[config.mk]
export PLATFORM = sky130hd
export DESIGN_NAME = cus19_dm_rd_ctrl_flat
export DESIGN_NICKNAME = d
export VERILOG_FILES = /design/src/rtl/cus19_dm_rd_ctrl_pkg.sv /design/src/rtl/cus19_dm_rd_ctrl_if.sv /design/src/rtl/cus19_dm_rd_ctrl_addr_gen.sv /design/src/rtl/cus19_dm_rd_ctrl.sv /design/src/flat_wrapper.sv
export SDC_FILE = /design/constraint.sdc
export NUM_CORES = 1
export LEC_CHECK = 0
export CAP_MARGIN = 10
export CORE_ASPECT_RATIO = 1.2
export CORE_MARGIN = 10
export CORE_UTILIZATION = 40
export DETAILED_ROUTE_END_ITERATION = 8
export GPL_TIMING_DRIVEN = 1
export PLACE_DENSITY_LB_ADDON = 0.08
export RECOVER_POWER = 100
export SYNTH_ARGS = -nofsm -noshare
export SYNTH_HDL_FRONTEND = slang
export SYNTH_HIERARCHICAL = 1
export SYNTH_SLANG_ARGS = --single-unit
[constraint.sdc]
create_clock -name clk -period 3.8 [get_ports clk]
set_input_delay 0.76 -clock clk [delete_from_list [all_inputs] [get_ports clk]]
set_output_delay 0.76 -clock clk [all_outputs]
set_load 0.03 [all_outputs]
[src/rtl/cus19_dm_rd_ctrl_pkg.sv]
// Shared definitions for the Custom-19 data-memory read path:
// addressing-mode opcodes and the read-controller state encoding.
package cus19_pkg;

    localparam logic [2:0] OP_LOAD = 3'b001;
    localparam logic [2:0] OP_RIND = 3'b100;
    localparam logic [2:0] OP_IDX  = 3'b101;

    typedef enum logic [1:0] {
        IDLE,
        ISSUE,
        WAIT,
        RESP
    } rd_state_t;

    function automatic logic op_is_legal(input logic [2:0] op);
        return (op == OP_LOAD) || (op == OP_RIND) || (op == OP_IDX);
    endfunction

endpackage

[src/rtl/cus19_dm_rd_ctrl_if.sv]
// Data-memory read port shared with the crypto accelerator.
// The read controller is the master; the memory/arbiter side is the slave.
interface cus19_dm_rd_ctrl_if #(
    parameter int ADDR_W = 11,
    parameter int DATA_W = 19
);
    logic              mem_rd_req;
    logic [ADDR_W-1:0] mem_rd_addr;
    logic              mem_rd_gnt;
    logic              mem_rd_dvalid;
    logic [DATA_W-1:0] mem_rd_data;

    modport master (
        output mem_rd_req,
        output mem_rd_addr,
        input  mem_rd_gnt,
        input  mem_rd_dvalid,
        input  mem_rd_data
    );

    modport slave (
        input  mem_rd_req,
        input  mem_rd_addr,
        output mem_rd_gnt,
        output mem_rd_dvalid,
        output mem_rd_data
    );
endinterface

[src/rtl/cus19_dm_rd_ctrl_addr_gen.sv]
// Combinational effective-address generator: selects LOAD, register-indirect
// or indexed addressing and flags opcodes that map to no addressing mode.
module cus19_dm_addr_gen
    import cus19_pkg::*;
#(
    parameter int ADDR_W = 11,
    parameter int REG_W  = 8
) (
    input  logic [2:0]        opcode,
    input  logic [ADDR_W-1:0] imm_addr,
    input  logic [REG_W-1:0]  rs2_data,
    output logic [ADDR_W-1:0] addr,
    output logic              legal
);
    logic [ADDR_W-1:0] rs2_ext;

    assign rs2_ext = ADDR_W'(rs2_data);

    // Indexed sum is kept at ADDR_W bits so it wraps around the memory.
    always_comb begin
        addr  = '0;
        legal = op_is_legal(opcode);
        case (opcode)
            OP_LOAD: addr = imm_addr;
            OP_RIND: addr = rs2_ext;
            OP_IDX:  addr = imm_addr + rs2_ext;
            default: addr = '0;
        endcase
    end
endmodule

[src/rtl/cus19_dm_rd_ctrl.sv]
// Data-memory read controller: accepts a core read, issues it to the shared
// memory port with req/gnt, waits for data with a timeout and returns it.
module cus19_dm_rd_ctrl
    import cus19_pkg::*;
#(
    parameter int ADDR_W  = 11,
    parameter int REG_W   = 8,
    parameter int DATA_W  = 19,
    parameter int TIMEOUT = 15
) (
    input  logic               clk,
    input  logic               rst_n,
    input  logic               rd_valid_in,
    output logic               rd_ready,
    input  logic [2:0]         opcode_in,
    input  logic [ADDR_W-1:0]  imm_addr_in,
    input  logic [REG_W-1:0]   rs2_data_in,
    cus19_dm_rd_ctrl_if.master mem,
    output logic [DATA_W-1:0]  rd_data_out,
    output logic               rd_data_valid,
    output logic               rd_err,
    output logic               stall_out
);
    localparam int               CNT_W    = 8;
    localparam logic [CNT_W-1:0] CNT_LAST = CNT_W'(TIMEOUT - 1);

    rd_state_t         state;
    rd_state_t         state_nxt;
    logic [CNT_W-1:0]  wait_cnt;
    logic [ADDR_W-1:0] addr_eff;
    logic [ADDR_W-1:0] addr_q;
    logic [DATA_W-1:0] data_q;
    logic              err_q;
    logic              op_legal;
    logic              req_c;
    logic              accept_ok;
    logic              accept_bad;
    logic              capture;
    logic              timeout_hit;
    logic              cnt_run;

    cus19_dm_addr_gen #(
        .ADDR_W (ADDR_W),
        .REG_W  (REG_W)
    ) u_addr_gen (
        .opcode   (opcode_in),
        .imm_addr (imm_addr_in),
        .rs2_data (rs2_data_in),
        .addr     (addr_eff),
        .legal    (op_legal)
    );

    always_ff @(posedge clk) begin
        if (!rst_n) begin
            state <= IDLE;
        end else begin
            state <= state_nxt;
        end
    end

    // dvalid is tested before the timeout so a same-cycle response wins.
    always_comb begin
        state_nxt     = state;
        rd_ready      = 1'b0;
        req_c         = 1'b0;
        rd_data_valid = 1'b0;
        accept_ok     = 1'b0;
        accept_bad    = 1'b0;
        capture       = 1'b0;
        timeout_hit   = 1'b0;
        cnt_run       = 1'b0;
        case (state)
            IDLE: begin
                rd_ready = rst_n;
                if (rd_valid_in && rd_ready) begin
                    if (op_legal) begin
                        accept_ok = 1'b1;
                        state_nxt = ISSUE;
                    end else begin
                        accept_bad = 1'b1;
                    end
                end
            end
            ISSUE: begin
                req_c = 1'b1;
                if (mem.mem_rd_gnt) begin
                    state_nxt = WAIT;
                end
            end
            WAIT: begin
                if (mem.mem_rd_dvalid) begin
                    capture   = 1'b1;
                    state_nxt = RESP;
                end else if (wait_cnt == CNT_LAST) begin
                    timeout_hit = 1'b1;
                    state_nxt   = IDLE;
                end else begin
                    cnt_run = 1'b1;
                end
            end
            RESP: begin
                rd_data_valid = 1'b1;
                state_nxt     = IDLE;
            end
            default: state_nxt = IDLE;
        endcase
    end

    // Counter sits at 0 outside WAIT, so every WAIT entry starts from 0.
    always_ff @(posedge clk) begin
        if (!rst_n) begin
            wait_cnt <= '0;
            addr_q   <= '0;
            data_q   <= '0;
            err_q    <= 1'b0;
        end else begin
            wait_cnt <= cnt_run ? (wait_cnt + CNT_W'(1)) : '0;
            err_q    <= accept_bad | timeout_hit;
            if (accept_ok) begin
                addr_q <= addr_eff;
            end
            if (capture) begin
                data_q <= mem.mem_rd_data;
            end else if (timeout_hit) begin
                data_q <= '0;
            end
        end
    end

    assign mem.mem_rd_req  = req_c;
    assign mem.mem_rd_addr = addr_q;
    assign rd_data_out     = data_q;
    assign rd_err          = err_q;
    assign stall_out       = (state != IDLE) | (rd_valid_in & rd_ready & op_legal);
endmodule
[src/flat_wrapper.sv]
// flat-port wrapper written by rule: the top's interface ports become plain ports
module cus19_dm_rd_ctrl_flat import cus19_pkg::*;
#(
    parameter int ADDR_W  = 11,
    parameter int REG_W   = 8,
    parameter int DATA_W  = 19,
    parameter int TIMEOUT = 15
)
  (clk, rst_n, rd_valid_in, rd_ready, opcode_in, imm_addr_in, rs2_data_in, rd_data_out, rd_data_valid, rd_err, stall_out, mem_mem_rd_req, mem_mem_rd_addr, mem_mem_rd_gnt, mem_mem_rd_dvalid, mem_mem_rd_data);
  cus19_dm_rd_ctrl_if #(.ADDR_W(ADDR_W), .DATA_W(DATA_W)) mem_i ();
  input  logic clk;
  input  logic rst_n;
  input  logic rd_valid_in;
  output logic rd_ready;
  input  logic [2:0] opcode_in;
  input  logic [ADDR_W-1:0] imm_addr_in;
  input  logic [REG_W-1:0] rs2_data_in;
  output logic [DATA_W-1:0] rd_data_out;
  output logic rd_data_valid;
  output logic rd_err;
  output logic stall_out;
  output wire logic [$bits(mem_i.mem_rd_req)-1:0] mem_mem_rd_req;
  output wire logic [$bits(mem_i.mem_rd_addr)-1:0] mem_mem_rd_addr;
  input wire logic [$bits(mem_i.mem_rd_gnt)-1:0] mem_mem_rd_gnt;
  input wire logic [$bits(mem_i.mem_rd_dvalid)-1:0] mem_mem_rd_dvalid;
  input wire logic [$bits(mem_i.mem_rd_data)-1:0] mem_mem_rd_data;
  assign mem_mem_rd_req = mem_i.mem_rd_req;
  assign mem_mem_rd_addr = mem_i.mem_rd_addr;
  assign mem_i.mem_rd_gnt = mem_mem_rd_gnt;
  assign mem_i.mem_rd_dvalid = mem_mem_rd_dvalid;
  assign mem_i.mem_rd_data = mem_mem_rd_data;
  cus19_dm_rd_ctrl #(.ADDR_W(ADDR_W), .REG_W(REG_W), .DATA_W(DATA_W), .TIMEOUT(TIMEOUT)) u_core (.clk(clk), .rst_n(rst_n), .rd_valid_in(rd_valid_in), .rd_ready(rd_ready), .opcode_in(opcode_in), .imm_addr_in(imm_addr_in), .rs2_data_in(rs2_data_in), .mem(mem_i), .rd_data_out(rd_data_out), .rd_data_valid(rd_data_valid), .rd_err(rd_err), .stall_out(stall_out));
endmodule
==> results_dict.tcl <==
set metrics [dict create \
    outcome "finished, final reports clean" \
    die_h_um 104 \
    power.density_nw_per_um2 308 \
    post_cts_buffers 0 \
    via_per_inst 5.32 \
    grt_max_degree 25 \
    synth_cells 285 \
    worst_r2r_path_depth 4 \
    cts_sinks 41 \
    yosysTopAreaCellShare_pct 35.2 \
    stdcell_count 440 \
    htreeDepth 2 \
    r2r_start "u_core/wait_cnt[1]" \
    setup_viol 0 \
    vias 2342 \
    netlist_area_um2 2330 \
    crit_arrival_ns 2.41 \
    clk_latency_ns 0.29 \
    grt_usage_pct 14.5 \
    fp-row-count 30 \
    drc 0 \
    antenna_found_initial 0 \
    synth-seq-cells 41 \
    rsz0062_at_grt "false" \
    nFillCells 574 \
    max_freq_ghz 0.316 \
    cts_made_buffers 5 \
    timing.hold.ws_ns 0.477 \
    portBuffers 80 \
    hold_start "u_core/mem.mem_rd_addr[3]" \
    die_area_um2 9290 \
    synth_top_cells_by_area "dfxtp_1 35%, o21ai_0 8.4%, a32oi_1 7.1%" \
    place_area_um2 3170 \
    placed_cells 432 \
    postRouteAntennaNets 0 \
    setup_ws_ns 0.631 \
    hold_viol 0 \
    report.power.total_mw 1.00 \
    n_antenna_cell 0 \
    post-route-period-util_pct 83.4 \
    synth-async-reset-ratio_pct 0 \
    cts.repair.resized 0 \
    required_ns 3.04 \
    final_max_slew_viol_count 0 \
    nets 416 \
    area_growth_pct 39.8 \
    period_minus_slack_ns 3.17 \
    die_w_um 89.7 \
    grt-ovfl-total 0 \
    hold_end "u_core/mem.mem_rd_addr[3]" \
    worst-setup-path-type "input pin to output pin" \
    drt-total-wl_um 6690 \
    end_kind "output pin" \
    grt_pass1_vias 2412 \
    path_clk_slew_ns 0.09 \
    grt_pass1_wl_um 11100 \
    drt-wirelength-per-cell_um 15.2 \
    fin_skew_ns 0.0140 \
    cts_tree "done" \
    drive_above_1_share_pct 4.72 \
    first_iter_violations 91 \
    cap_viol_max_count 0 \
    synth_warnings 6 \
    hold_buffers 0 \
    fin_area_um2 3260 \
    cts_root_buf "clkbuf_8" \
    yosys_most_used_dff "dfxtp_1" \
    gp_congestion 0.862 \
    setup-tns-final_ns 0 \
    syn_avg_cell_area_um2 8.17 \
    reg2reg_to "u_core/wait_cnt[4]" \
    critical_path.max_fanout 12 \
    firstDrtPassIters 4 \
    synth_top_area_cell "dfxtp_1" \
    vdd_drop_max_v 0.000226 \
    r2r_slack_ns 2.17 \
    hp-class "register to register" \
    dp_slack_ns 0.783 \
    maxSlewHeadroom_pct 28.9 \
    synth_edf_count 0 \
    p_leak_nw 1.24 \
    layout_commonest_cell "clkdlybuf4s50_1" \
    yosysSeqAreaShare_pct 35.2 \
    worst_pin_slew_ns 1.07 \
    core_area_um2 5670 \
    syn_nets 342 \
    io_pins 81 \
    initial_core_util_pct 41.1 \
    ys_types 47 \
    cts_max_path_buffers 2 \
    final_cell_mix "42 x clkdlybuf4s50_1, 41 x dfxtp_1, 39 x o21ai_0" \
    whs_path_depth 2 \
    fin_util_pct 57.5 \
    place_hpwl_um 5100 \
    startpoint_type "input pin" \
]
cells in the mapped netlist, drive strengths merged, types with 2 or more instances:
master and number:
o211ai 3, nand2b 3, o21ai 40, buf 8, and2 2, xor2 9, a22oi 9, ha 10
xnor2 2, o22ai 3, nand2 6, nor3 2, dfxtp 41, a32oi 19, nor2 21, or3 4
inv 24, a211oi 2, nor2b 3, nand4 2, clkbuf 9, nand3 21, o21bai 2, a21oi 22
mux2 2
sequential cells by signal, summed over array words and instances (netlist names):
register,count
u_core/rd_err,1
u_core/rd_data_out,19
u_core/state,2
u_core/wait_cnt,8
u_core/mem.mem_rd_addr,11
final cells by class:
| type | instances | area [µm²] | area share (%) |
|---|---|---|---|
| inverter | 24 | 90.1 | 2.76 |
| timing repair buffer | 84 | 811 | 24.9 |
| sequential | 41 | 821 | 25.2 |
| tap | 80 | 100 | 3.07 |
| multi-input combinational | 203 | 1320 | 40.6 |
| clock inverter | 3 | 43.8 | 1.34 |
| clock buffer | 5 | 68.8 | 2.11 |
logic make-up (layout without fill, tap and decap cells):
group           count (synthesis)  in the layout  share of synthesized area [%]
xor+xnor                       11             11                           4.14
flops                          41             41                           35.2
buf+inv                        41            116                           7.52
fa+ha+maj                      11             11                           6.23
compound gates                107            107                           29.8
mux                             2              2                          0.967
simple gates                   72             72                           16.1
metal layers:
metal  vias up  routed length (µm)  GRT usage, %
met5         -                   0             0
met4         0                  58          3.76
met3         5                 679          6.27
met2        66                3180          23.5
met1      1076                2780          16.9
li1       1195                   -             -
critical path, stage by stage:
cell and delay (ns):
clkdlybuf4s50_1 0.46, buf_4 0.18, nor2_1 0.06, nor2_1 0.15, nand3_1 0.32, nand2_1 0.16
clkbuf_1 0.32
how the worst max path moves through the flow:
stage	start	end	slack [ns]	depth (start not counted)
floorplan	opcode_in[1]	stall_out	1.36	5
global placement	opcode_in[2]	stall_out	0.81	7
detailed placement	opcode_in[2]	stall_out	0.78	7
CTS	opcode_in[2]	stall_out	0.78	7
global route	opcode_in[2]	stall_out	0.45	7
finish	opcode_in[2]	stall_out	0.63	7
where the power goes:
part | total, mW | internal [mW] | switching [mW]
logic | 0.209 | 0.0975 | 0.111
registers | 0.443 | 0.437 | 0.00550
clock network | 0.353 | 0.197 | 0.156
total | 1.00 | 0.732 | 0.273
No activity file was read; power rests on OpenSTA's default activity.
